## src/rtl/build_ident_pkg.sv

```systemverilog
// Shared definitions for the build identification block: register offsets,
// feature bits and the decoded host request payload.
package build_ident_pkg;

   localparam int unsigned ADR_W = 5;
   localparam int unsigned DAT_W = 8;

   localparam logic [ADR_W-1:0] REG_VERSION  = 5'h00;
   localparam logic [ADR_W-1:0] REG_FEATURES = 5'h04;
   localparam logic [ADR_W-1:0] REG_UPTIME   = 5'h08;
   localparam logic [ADR_W-1:0] REG_SCRATCH  = 5'h10;
   localparam logic [ADR_W-1:0] REG_STATUS   = 5'h14;

   // FEATURES bit positions
   localparam int unsigned FEAT_UPTIME = 0;

   typedef struct packed {
      logic             we;
      logic [ADR_W-1:0] adr;
      logic [DAT_W-1:0] dat;
   } wb_req_t;

   // Feature word as reported: the uptime bit always reflects what was built
   function automatic logic [31:0] feature_word(input logic [31:0] feat, input logic up_en);
      logic [31:0] f;
      f              = feat;
      f[FEAT_UPTIME] = up_en;
      return f;
   endfunction

endpackage

```

## src/rtl/build_ident_uptime.sv

```systemverilog
// Uptime counter with prescaler, snapshot register and sticky wrap flag.
module build_ident_uptime #(
   parameter int unsigned CNT_W    = 48,
   parameter int unsigned PRESCALE = 1
) (
   input  logic             clk,
   input  logic             rst_n,
   input  logic             snap,
   input  logic             clr_wrap,
   output logic [CNT_W-1:0] live,
   output logic [CNT_W-1:0] snap_q,
   output logic             wrap
);

   localparam int unsigned     PS_W    = (PRESCALE > 1) ? $clog2(PRESCALE) : 1;
   localparam logic [PS_W-1:0] PS_LAST = PS_W'(PRESCALE - 1);

   logic [PS_W-1:0] ps_q;
   logic            tick_c;

   assign tick_c = (ps_q == PS_LAST);

   // Snapshot takes the pre-increment value; a wrap set beats a same-cycle clear
   always_ff @(posedge clk or negedge rst_n) begin
      if (!rst_n) begin
         ps_q   <= '0;
         live   <= '0;
         snap_q <= '0;
         wrap   <= 1'b0;
      end else begin
         ps_q <= tick_c ? '0 : ps_q + PS_W'(1);
         if (tick_c) begin
            live <= live + CNT_W'(1);
         end
         if (snap) begin
            snap_q <= live;
         end
         if (tick_c && (&live)) begin
            wrap <= 1'b1;
         end else if (clr_wrap) begin
            wrap <= 1'b0;
         end
      end
   end

endmodule

```

## src/rtl/build_ident.sv

```systemverilog
// Wishbone build identification block: version, features, scratch and uptime.
// Uptime logic is built only when BUILD_IDENT_UPTIME_EN is defined.
module build_ident
   import build_ident_pkg::*;
#(
   parameter logic [15:0] VER_MAJOR     = 16'd0,
   parameter logic [7:0]  VER_MINOR     = 8'd2,
   parameter logic [7:0]  VER_REV       = 8'd0,
   parameter logic [31:0] FEATURES      = 32'h0,
   parameter logic [31:0] SCRATCH_RESET = 32'h0,
   parameter int unsigned CNT_W         = 48,
   parameter int unsigned PRESCALE      = 1
) (
   input  logic       clk,
   input  logic       rst_n,
   input  logic       wb_stb_i,
   input  logic       wb_cyc_i,
   input  logic       wb_we_i,
   input  logic [7:0] wb_adr_i,
   input  logic [7:0] wb_dat_i,
   output logic [7:0] wb_dat_o,
   output logic       wb_ack_o
);

`ifdef BUILD_IDENT_UPTIME_EN
   localparam logic UPTIME_EN = 1'b1;
`else
   localparam logic UPTIME_EN = 1'b0;
`endif

   localparam logic [31:0] VERSION_WORD = {VER_MAJOR, VER_MINOR, VER_REV};
   localparam logic [31:0] FEATURE_WORD = feature_word(FEATURES, UPTIME_EN);

   if (CNT_W < 8 || CNT_W > 64 || PRESCALE < 1) begin : g_bad_cfg
      $error("build_ident: CNT_W must be 8..64 and PRESCALE >= 1");
   end

   wb_req_t     req_s;
   logic        req_c;
   logic [31:0] scratch;
   logic [7:0]  rd_data_c;
   logic [63:0] up_word_c;
   logic [63:0] live64;
   logic [63:0] snap64;
   logic        wrap;
   logic        unused_adr_hi;

   assign req_c         = wb_stb_i & wb_cyc_i & ~wb_ack_o;
   assign req_s.we      = wb_we_i;
   assign req_s.adr     = wb_adr_i[4:0];
   assign req_s.dat     = wb_dat_i;
   assign unused_adr_hi = ^wb_adr_i[7:5];

`ifdef BUILD_IDENT_UPTIME_EN
   logic [CNT_W-1:0] live;
   logic [CNT_W-1:0] snap_q;
   logic             snap_c;
   logic             clr_wrap_c;

   assign snap_c     = req_c & ~req_s.we & (req_s.adr == REG_UPTIME);
   assign clr_wrap_c = req_c & req_s.we & (req_s.adr == REG_STATUS) & req_s.dat[0];

   build_ident_uptime #(
      .CNT_W    (CNT_W),
      .PRESCALE (PRESCALE)
   ) u_uptime (
      .clk      (clk),
      .rst_n    (rst_n),
      .snap     (snap_c),
      .clr_wrap (clr_wrap_c),
      .live     (live),
      .snap_q   (snap_q),
      .wrap     (wrap)
   );

   assign live64 = 64'(live);
   assign snap64 = 64'(snap_q);
`else
   assign live64 = '0;
   assign snap64 = '0;
   assign wrap   = 1'b0;
`endif

   // Read mux; byte 0x08 comes from the live counter, 0x09-0x0F from the snapshot
   always_comb begin
      rd_data_c = 8'h00;
      up_word_c = (req_s.adr == REG_UPTIME) ? live64 : snap64;
      if (req_s.adr[4:2] == REG_VERSION[4:2]) begin
         rd_data_c = VERSION_WORD[{req_s.adr[1:0], 3'b000} +: 8];
      end else if (req_s.adr[4:2] == REG_FEATURES[4:2]) begin
         rd_data_c = FEATURE_WORD[{req_s.adr[1:0], 3'b000} +: 8];
      end else if (req_s.adr[4:3] == REG_UPTIME[4:3]) begin
         rd_data_c = up_word_c[{req_s.adr[2:0], 3'b000} +: 8];
      end else if (req_s.adr[4:2] == REG_SCRATCH[4:2]) begin
         rd_data_c = scratch[{req_s.adr[1:0], 3'b000} +: 8];
      end else if (req_s.adr == REG_STATUS) begin
         rd_data_c = {7'd0, wrap};
      end
   end

   // Handshake, read data and scratch writes all resolve on the ack edge
   always_ff @(posedge clk or negedge rst_n) begin
      if (!rst_n) begin
         wb_ack_o <= 1'b0;
         wb_dat_o <= 8'h00;
         scratch  <= SCRATCH_RESET;
      end else begin
         wb_ack_o <= req_c;
         if (req_c) begin
            wb_dat_o <= rd_data_c;
            if (req_s.we && (req_s.adr[4:2] == REG_SCRATCH[4:2])) begin
               scratch[{req_s.adr[1:0], 3'b000} +: 8] <= req_s.dat;
            end
         end
      end
   end

endmodule

```

## config.mk

```make
export PLATFORM = sky130hd
export DESIGN_NAME = build_ident
export DESIGN_NICKNAME = d
export VERILOG_FILES = /design/src/rtl/build_ident_pkg.sv /design/src/rtl/build_ident_uptime.sv /design/src/rtl/build_ident.sv
export SDC_FILE = /design/constraint.sdc
export NUM_CORES = 1
export LEC_CHECK = 0
export ABC_CLOCK_PERIOD_IN_PS = 1440
export BUFFER_PORTS_ARGS = -buffer_cell sky130_fd_sc_hd__buf_2
export CAP_MARGIN = 20
export CORE_MARGIN = 3
export CORE_UTILIZATION = 35
export CTS_CLUSTER_DIAMETER = 150
export DETAILED_ROUTE_END_ITERATION = 12
export PLACE_DENSITY_LB_ADDON = 0.15
export SLEW_MARGIN = 30
export SYNTH_ARGS = -nofsm -noshare
export SYNTH_HDL_FRONTEND = slang
export SYNTH_SLANG_ARGS = --single-unit
export TNS_END_PERCENT = 10
```

## constraint.sdc

```tcl
create_clock -name clk -period 1.44 [get_ports clk]
set_input_delay 0.288 -clock clk [delete_from_list [all_inputs] [get_ports clk]]
set_output_delay 0.288 -clock clk [all_outputs]
set_load 0.1 [all_outputs]
```

Word-level counts from Yosys, hierarchy flattened

Cells that the tools add are included.
W data, S select, Z words.

Add/sub/neg operators: 1
Equality and inequality tests: 3
Multiplexer cells: 5
Reductions and logical operators: 3
Shift-type cells: 6
Bitwise gates (word level): 3

Operators with widths:

| operator                  | number |
|---|---|
| $shiftx A32 B6 Y8 const A | 2 |
| $shiftx A64 B7 Y8 const A | 1 |
| $bwmux W32                | 1 |
| $mux W8                   | 4 |
| $shift A8 B7 Y32 const A  | 1 |
| $shiftx A32 B6 Y8         | 1 |
| $shiftx A8 B7 Y32         | 1 |
| $neg A5 Y7                | 1 |
| $eq A3 B1 Y1 const B      | 1 |
| $eq A3 B3 Y1 const B      | 1 |
| $logic_not A3 Y1          | 1 |
| $and A1 B1 Y1             | 2 |
| $eq A2 B1 Y1 const B      | 1 |
| $reduce_and A2 Y1         | 1 |
| $logic_and A1 B1 Y1       | 1 |
| $not A1 Y1                | 1 |

Flip-flop bits (word level): 41
Word-level logic and storage cells: 24
Input port bits: 21
Output and inout port bits: 9

Logic depth before layout (Yosys ltp)

Gate-level depths: netlist of the first run.

Depth after elaboration: 5
Depth in mapped cells: 7
Gate-level depth less buffers: 5

Worst setup path before layout of the first run

No wires, ideal clock.

Kind: register to register
Start point: register wb_ack_o
End point: register scratch[10]
Arrival: 1.772 ns
Path buffers: 1
Setup slack: -0.453 ns
Cell stages (with the launch flop): 6
Library setup time: 0.121 ns
Required time: 1.319 ns
Period minus slack after synthesis: 1.893 ns
Path through: dfrtp_1 nand3b_4 inv_1 and4_1 buf_6 a22o_1

Cells in the longest elaborated chain, start to end: 3

RTL lines:

| what                               | RTL line           | source |
|---|---|---|
| start: declaration                 | build_ident.sv:22  | `output logic wb_ack_o` |
| start signal: assignment           | build_ident.sv:108 | `wb_ack_o <= req_c;` |
| $not A1 Y1                         | build_ident.sv:48  | `assign req_c = wb_stb_i & wb_cyc_i & ~wb_ack_o;` |
| $and A1 B1 Y1                      | build_ident.sv:48  |  |
| via req_c                          | build_ident.sv:39  | `logic req_c;` |
| $reduce_and A2 Y1 (no source line) | n/a                |  |
| end signal: indexed assignment     | build_ident.sv:112 | `scratch[{req_s.adr[1:0], 3'b000} +: 8] <= req_s.dat;` |
| end: declaration                   | build_ident.sv:40  | `logic [31:0] scratch;` |

The timed path passes the listed nets, and every way through them passes these cells.
A chain may end at the register's enable or synchronous reset.

Worst setup path after layout of the first run

Start point: register wb_ack_o
End point: register scratch[20]

The elaborated chain is that of the path after synthesis.

==> metrics.md, run 1 <==
| Metric | Value |
|---|---|
| Die area | 6750 µm² |
| Growth of design area from synthesis to finish | 27.6% |
| DP Area | 2430 µm² |
| Element type at the critical path end | flip-flop |
| Yosys warning count | 0 |
| Total power density per cell area | 1030 nW/µm² |
| Nature of the critical path startpoint | flip-flop |
| Source of the worst hold timing path | wb_dat_i[1] |
| Highest clock frequency the design can meet | 0.703 GHz |
| Required time of the critical path | 1620 ps |
| Hold slack final | 253 ps |
| Hold violation count in the final report | 0 |
| Worst-case reg-to-reg path depth | 4 |
| Worst rel slew slack | 0.656 |
| IR Drop Worst-Case VDD | 0.399 mV |
| Port Buffer Count | 26 |
| Starting utilization of the core area | 0.364 |
| Setup Crit Path Kind | flip-flop to flip-flop |
| Number of antenna repair diodes | 0 |
| Post-detailed-route wirelength per cell | 16.5 µm |
| Synthesized netlist net count | 178 |
| Terminus of the critical flop-to-flop path | scratch[20] |
| Total clock sinks | 41 |
| Max-Cap Viols | 0 |
| Clock tree from TritonCTS | built |
| Result of the run | completed |
| Clock Latency Late Sink | 290 ps |
| Pleak | 1.32 nW |
| Crit path DAT | 1600 ps |
| Detailed-placement wirelength estimate | 3620 µm |
| Yosys cell types | 20 |
| Layout Skew | 7.60 ps |
| Beginning of the worst register-to-register path | wb_ack_o |
| Total congestion overflow | 0 |
| Synth Register Bits | 41 |
| First-pass GRT wire length | 7850 µm |
| First DRT Iteration DRCs | 73 |
| FILL cells | 522 |
| Per-cell via count in the routed design | 5.01 |
| Path category of the worst min-delay check | input pin to flip-flop |
| Gp weighted congestion | 0.752 |
| Avg Synthesized Cell Area | 13.4 µm² |
| Tmin final | 1420 ps |
| Detailed-route via count | 1409 |
| Proportion of synthesized chip area in sequential cells | 0.505 |
| Largest net degree at the start of global routing | 24 |
| Post-Layout Inst Area | 2590 µm² |
| Number of optimization iterations in the first detailed-route pass | 4 |
| Unrepaired setup endpoints after global routing | yes |
| Register-to-Register Setup Slack | 20 ps |
| Biggest fanout along the worst timing path | 8 |
| Clock input transition at the sequential cells of the worst setup and hold paths | 80 ps |
| Fraction of final layout cells with drive strength greater than 1 | 0.407 |
| Worst slew pin tran | 516 ps |
| Number of antenna violations at the first check in global routing | 0 |
| Row Count | 27 |
| Die Ht | 82.2 µm |
| DRC violations left | 0 |
| Total global routing track utilization | 0.157 |
| CTS H-tree lvls | 2 |
| Number of global-route vias before repair | 1568 |
| Nets | 235 |
| Buffer cell driving the clock tree root | sky130_fd_sc_hd__clkbuf_8 |
| IO Pins | 30 |
| Share of the clock period used by the worst path | 0.987 |
| Number of buffers on the longest clock path | 2 |
| Mapped Area | 2030 µm² |
| Antenna-violating nets left | 0 |
| Final WL | 4640 µm |
| Gate Count Post-Synth | 151 |
| Final Setup Violations | 0 |
| Number of instances on the worst hold path | 2 |
| WHS Endpoint | scratch[9] |
| Total count of max-transition violations in the final report | 0 |
| Area of the core | 5570 µm² |
| Die width | 82.2 µm |
| Total clock buffers created by CTS | 5 |
-- sequential cells by signal (all words and copies together) (netlist names) --
register and count:
scratch 32, wb_dat_o 8, wb_ack_o 1
-- worst max path at each step --
stage               depth (start not counted)           to  slack, ps         from
floorplan                                   4  wb_dat_o[0]       -110     wb_ack_o
global placement                            6  scratch[10]       -170  wb_adr_i[0]
detailed placement                          6  scratch[12]       -280  wb_adr_i[0]
CTS                                         5  scratch[24]        -10     wb_ack_o
global route                                4  scratch[20]        -40     wb_ack_o
finish                                      4  scratch[20]         20     wb_ack_o
-- per-stage QoR --
stage / util / power [mW] / setup TNS (ps) / std cells / setup slack [ps]
CTS: 0.459 / 2.71 / -10.4 / 280 / -10.4
finish: 0.465 / 2.67 / 0 / 281 / 18.3
global placement: 0.436 / 1.75 / -3930 / 271 / -174
floorplan: - / 1.58 / -2790 / 151 / -106
detailed placement: 0.436 / 1.76 / -5480 / 271 / -276
global route: 0.465 / 2.80 / -704 / 281 / -42.9
-- worst max-delay path: stages (launching register included) --
cell and delay [ps]:
sky130_fd_sc_hd__dfrtp_4 480, sky130_fd_sc_hd__nand3b_4 180, sky130_fd_sc_hd__clkinvlp_4 140, sky130_fd_sc_hd__nand3_2 220, sky130_fd_sc_hd__a22o_1 300
-- cells by family after synthesis --
group | count (synthesis) | synth area share
muxes | 25 | 0.174
AOI/OAI and AO/OA | 24 | 0.104
buffers and inverters | 25 | 0.0653
DFF | 41 | 0.505
and+or+nand+nor | 30 | 0.115
adders and majority gates | 6 | 0.0370
-- synthesized netlist by cell type --
cell type                  count  area (µm²)
sky130_fd_sc_hd__nor3b_2       1        12.5
sky130_fd_sc_hd__inv_1        19        71.3
sky130_fd_sc_hd__mux4_2        7         158
sky130_fd_sc_hd__nor4b_4       2        47.6
sky130_fd_sc_hd__and3_1        1        6.26
sky130_fd_sc_hd__nor4bb_1      1        10.0
sky130_fd_sc_hd__and4bb_4      1        16.3
sky130_fd_sc_hd__nand3_2       3        30.0
sky130_fd_sc_hd__mux4_1        1        26.3
sky130_fd_sc_hd__o41ai_1       1        8.76
sky130_fd_sc_hd__nand2_1      17        63.8
sky130_fd_sc_hd__a22o_1       23         201
sky130_fd_sc_hd__and4_1        2        17.5
sky130_fd_sc_hd__nor4b_1       1        8.76
sky130_fd_sc_hd__buf_6         5        56.3
sky130_fd_sc_hd__ha_1          6        75.1
sky130_fd_sc_hd__nand3b_4      1        20.0
sky130_fd_sc_hd__dfrtp_1      41        1030
sky130_fd_sc_hd__mux2i_1      17         170
sky130_fd_sc_hd__buf_2         1        5.00
-- placed cells by master, fill, tap and decap left out --
cell / n
sky130_fd_sc_hd__nand3_4: 1
sky130_fd_sc_hd__dfrtp_4: 1
sky130_fd_sc_hd__mux4_1: 1
sky130_fd_sc_hd__nor4b_1: 1
sky130_fd_sc_hd__and4bb_4: 1
sky130_fd_sc_hd__clkinvlp_4: 1
sky130_fd_sc_hd__inv_1: 16
sky130_fd_sc_hd__bufinv_16: 1
sky130_fd_sc_hd__and3_4: 1
sky130_fd_sc_hd__and4_2: 1
sky130_fd_sc_hd__nand3_2: 2
sky130_fd_sc_hd__nand3b_4: 1
sky130_fd_sc_hd__nor4bb_1: 1
sky130_fd_sc_hd__inv_6: 1
sky130_fd_sc_hd__o41ai_1: 1
sky130_fd_sc_hd__ha_4: 1
sky130_fd_sc_hd__clkbuf_8: 5
sky130_fd_sc_hd__nand2_1: 17
sky130_fd_sc_hd__dfrtp_1: 40
sky130_fd_sc_hd__ha_1: 5
sky130_fd_sc_hd__buf_6: 4
sky130_fd_sc_hd__dlygate4sd3_1: 1
sky130_fd_sc_hd__mux4_2: 7
sky130_fd_sc_hd__clkinv_2: 1
sky130_fd_sc_hd__buf_12: 1
sky130_fd_sc_hd__buf_4: 24
sky130_fd_sc_hd__nor4b_4: 2
sky130_fd_sc_hd__buf_2: 26
sky130_fd_sc_hd__and4_1: 1
sky130_fd_sc_hd__mux2i_1: 17
sky130_fd_sc_hd__a22o_1: 23
sky130_fd_sc_hd__inv_2: 2
sky130_fd_sc_hd__nor3b_2: 1
-- repair_timing --
action	4_1_cts	5_1_grt
cloned	0	0
resized for setup	3	5
hold buffers	1	0
endpoints found under the setup margin	26	31
hold endpoints to repair	21	0
setup buffers	0	1
-- power by group --
part,switching (mW),total [mW],internal (mW)
Clock,0.406,0.926,0.520
Sequential,0.0422,1.27,1.23
Combinational,0.282,0.476,0.194
-- area by class of cell --
cell class / count / area, µm² / share of cell area
sequential: 41 / 1030 / 0.397
inverter: 19 / 75.1 / 0.0290
clock inverter: 3 / 43.8 / 0.0169
tap: 72 / 90.1 / 0.0348
clock buffer: 5 / 68.8 / 0.0266
timing repair buffer: 56 / 385 / 0.149
multi-input combinational: 85 / 898 / 0.347
-- routing by layer --
layer	vias to the layer above	wire length [µm]	GRT usage
li1	662	-	-
met1	706	2070	0.206
met2	39	2290	0.266
met3	2	262	0.0293
met4	0	24	0.0449
met5	-	0	0
Power figures use the tool's default switching activity.
==> inputs of run 2 (changes only) <==
GPL_TIMING_DRIVEN = 0   (was default)
SKIP_CTS_REPAIR_TIMING = 1   (was default)
==> metrics.md, run 2 (same netlist as run 1, synthesis figures left out) <==
| Metric | Value |
|---|---|
| Terminus of the critical flop-to-flop path | wb_dat_o[4] |
| Clk pwr share | 0.351 (+0.004) |
| Number of global-route vias before repair | 1412 (-9.9%) |
| Detailed-placement wirelength estimate | 3120 µm (-14%) |
| Share of the clock period used by the worst path | 0.996 (+0.00835) |
| Worst-case reg-to-reg path depth | 5 (+1) |
| IR Drop Worst-Case VDD | 0.438 mV (+9.7%) |
| Most frequent standard cell in the layout excluding fill and tap cells | sky130_fd_sc_hd__dfrtp_1 |
| Max-Cap Viols | 0 (unchanged) |
| Clock tree from TritonCTS | built |
| Biggest fanout along the worst timing path | 10 (+2) |
| Beginning of the worst register-to-register path | wb_ack_o |
| Pleak | 1.27 nW (-4.2%) |
| Overall power consumption | 2.68 mW (+0.24%) |
| Starting utilization of the core area | 0.364 (unchanged) |
| Result of the run | completed |
| Final WL | 4630 µm (-0.34%) |
| Switching part of the total power | 0.278 (+0.00395) |
| Count of placed standard cells in the final layout, fillers left out | 267 (-5.0%) |
| First DRT Iteration DRCs | 114 (+56%) |
| Total clock buffers created by CTS | 5 (unchanged) |
| DRC violations left | 0 (unchanged) |
| Area of the core | 5570 µm² (unchanged) |
| Register-to-Register Setup Slack | 6 ps (about the same) |
| Tmin final | 1430 ps (+12.0 ps) |
| First-pass GRT wire length | 7370 µm (-6.2%) |
| Number of instances on the worst hold path | 2 (unchanged) |
| Unrepaired setup endpoints after global routing | yes |
| Post-Layout Inst Area | 2550 µm² (-1.6%) |
| WHS Endpoint | wb_dat_o[1] |
| Register with the most flip-flops | scratch |
| Total clock sinks | 41 (unchanged) |
| Element type at the critical path end | flip-flop |
| Hold slack final | 233 ps (-19.8 ps) |
| Total power density per cell area | 1050 nW/µm² (+1.9%) |
| Total count of max-transition violations in the final report | 0 (unchanged) |
| Nets | 221 (-6.0%) |
| Nature of the critical path startpoint | flip-flop |
| Highest clock frequency the design can meet | 0.697 GHz (-0.84%) |
| Hold violation count in the final report | 0 (unchanged) |
| Detailed-route via count | 1369 (-2.8%) |
| Combinational Power Share | 0.176 (-0.002) |
| Biggest registers after layout | scratch x32, wb_dat_o x8, wb_ack_o x1 |
| Net Switching | 0.743 mW (+1.7%) |
| IO Pins | 30 (unchanged) |
| Number of optimization iterations in the first detailed-route pass | 4 (unchanged) |
| Worst slew pin tran | 537 ps (+21.0 ps) |
| Number of antenna repair diodes | 0 (unchanged) |
| Clock Latency Late Sink | 300 ps (about the same) |
| Clock input transition at the sequential cells of the worst setup and hold paths | 70 ps (about the same) |
| Crit path DAT | 1670 ps (+70 ps) |
| Post-detailed-route wirelength per cell | 17.3 µm (+4.9%) |
| Total global routing track utilization | 0.151 (-0.00650) |
| Most used cells in the layout excluding fill and tap cells | sky130_fd_sc_hd__dfrtp_1 (40), sky130_fd_sc_hd__buf_2 (24), sky130_fd_sc_hd__a22o_1 (23) |
| Antenna-violating nets left | 0 (unchanged) |
| Flip-flop count of the largest register after layout | 32 (unchanged) |
| Cells after DPL | 249 (-8.1%) |
| Source of the worst hold timing path | wb_adr_i[3] |
| Growth of design area from synthesis to finish | 25.5% |
| Fraction of final layout cells with drive strength greater than 1 | 0.374 (-0.0323) |
| Path category of the worst min-delay check | input pin to flip-flop |
| Port Buffer Count | 26 (unchanged) |
| Number of buffers on the longest clock path | 2 (unchanged) |
| DP Area | 2270 µm² (-6.4%) |
| Number of antenna violations at the first check in global routing | 0 (unchanged) |
| Sequential Power Share | 0.473 (-0.002) |
| Per-cell via count in the routed design | 5.13 (+2.3%) |
| CTS H-tree lvls | 2 (unchanged) |
| Row Count | 27 (unchanged) |
| Die width | 82.2 µm (unchanged) |
| FILL cells | 523 (+0.19%) |
| Buffer cell driving the clock tree root | sky130_fd_sc_hd__clkbuf_8 |
| Layout Skew | 10.5 ps (+2.95 ps) |
| Setup Crit Path Kind | flip-flop to flip-flop |
| Largest net degree at the start of global routing | 42 (+75%) |
| Die Ht | 82.2 µm (unchanged) |
| Die area | 6750 µm² (unchanged) |
| Gp weighted congestion | 0.755 (+0.44%) |
| Final Setup Violations | 0 (unchanged) |
| Internal portion of total power | 1.93 mW (-0.30%) |
| Required time of the critical path | 1670 ps (+50 ps) |
| Total congestion overflow | 0 (unchanged) |
| Worst rel slew slack | 0.642 (-0.0140) |
run 2: area by class of cell:
type / count / area [µm²] / area share
Tap cell: 72 / 90.1 / 0.0353
Clock buffer: 5 / 68.8 / 0.0270
Timing Repair Buffer: 37 / 220 / 0.0864
Clock inverter: 3 / 43.8 / 0.0172
Multi-Input combinational cell: 85 / 952 / 0.374
Inverter: 19 / 75.1 / 0.0295
Sequential cell: 41 / 1030 / 0.404
Buffer: 5 / 68.8 / 0.0270
run 2: power by group through the flow:
| stage | Sequential, mW | Clock, mW | Combinational [mW] |
|---|---|---|---|
| detailed placement | 1.29 | 0 | 0.428 |
| floorplan | 1.39 | 0 | 0.195 |
| global placement | 1.28 | 0 | 0.419 |
| global route | 1.27 | 1.01 | 0.511 |
| finish | 1.27 | 0.939 | 0.472 |
| CTS | 1.27 | 0.965 | 0.429 |
run 2: critical path, stage by stage (launching register included):
cell                       delay [ps]
sky130_fd_sc_hd__dfrtp_4          470
sky130_fd_sc_hd__nand3b_4         180
sky130_fd_sc_hd__buf_6            150
sky130_fd_sc_hd__nor4b_4          260
sky130_fd_sc_hd__buf_4            190
sky130_fd_sc_hd__a22o_1           130
run 2: stage by stage:
step,utilization,setup slack (ps),TNS [ps]
final,0.457,6.27,0
after global routing,0.457,-118,-1430
after CTS,0.428,-255,-5800
after detailed placement,0.408,-592,-15750
after global placement,0.408,-499,-14400
after floorplan,-,-106,-2790
run 2: worst max path at each step:
stage / cells past startpoint / slack [ps] / startpoint / endpoint
after detailed placement: 7 / -590 / wb_adr_i[0] / scratch[3]
after CTS: 7 / -260 / wb_adr_i[0] / scratch[3]
after floorplan: 4 / -110 / wb_ack_o / wb_dat_o[0]
after global routing: 8 / -120 / wb_adr_i[0] / scratch[21]
final: 5 / 6 / wb_ack_o / wb_dat_o[4]
after global placement: 7 / -500 / wb_adr_i[0] / scratch[24]
run 2: layer usage:
layer / part of all wire / global-route usage / vias up / wire (µm)
met4: 0.0078 / 0.0432 / 0 / 36
li1: - / - / 630 / -
met3: 0.047 / 0.0369 / 4 / 218
met1: 0.46 / 0.195 / 701 / 2110
met2: 0.49 / 0.250 / 34 / 2270
met5: 0 / 0 / - / 0
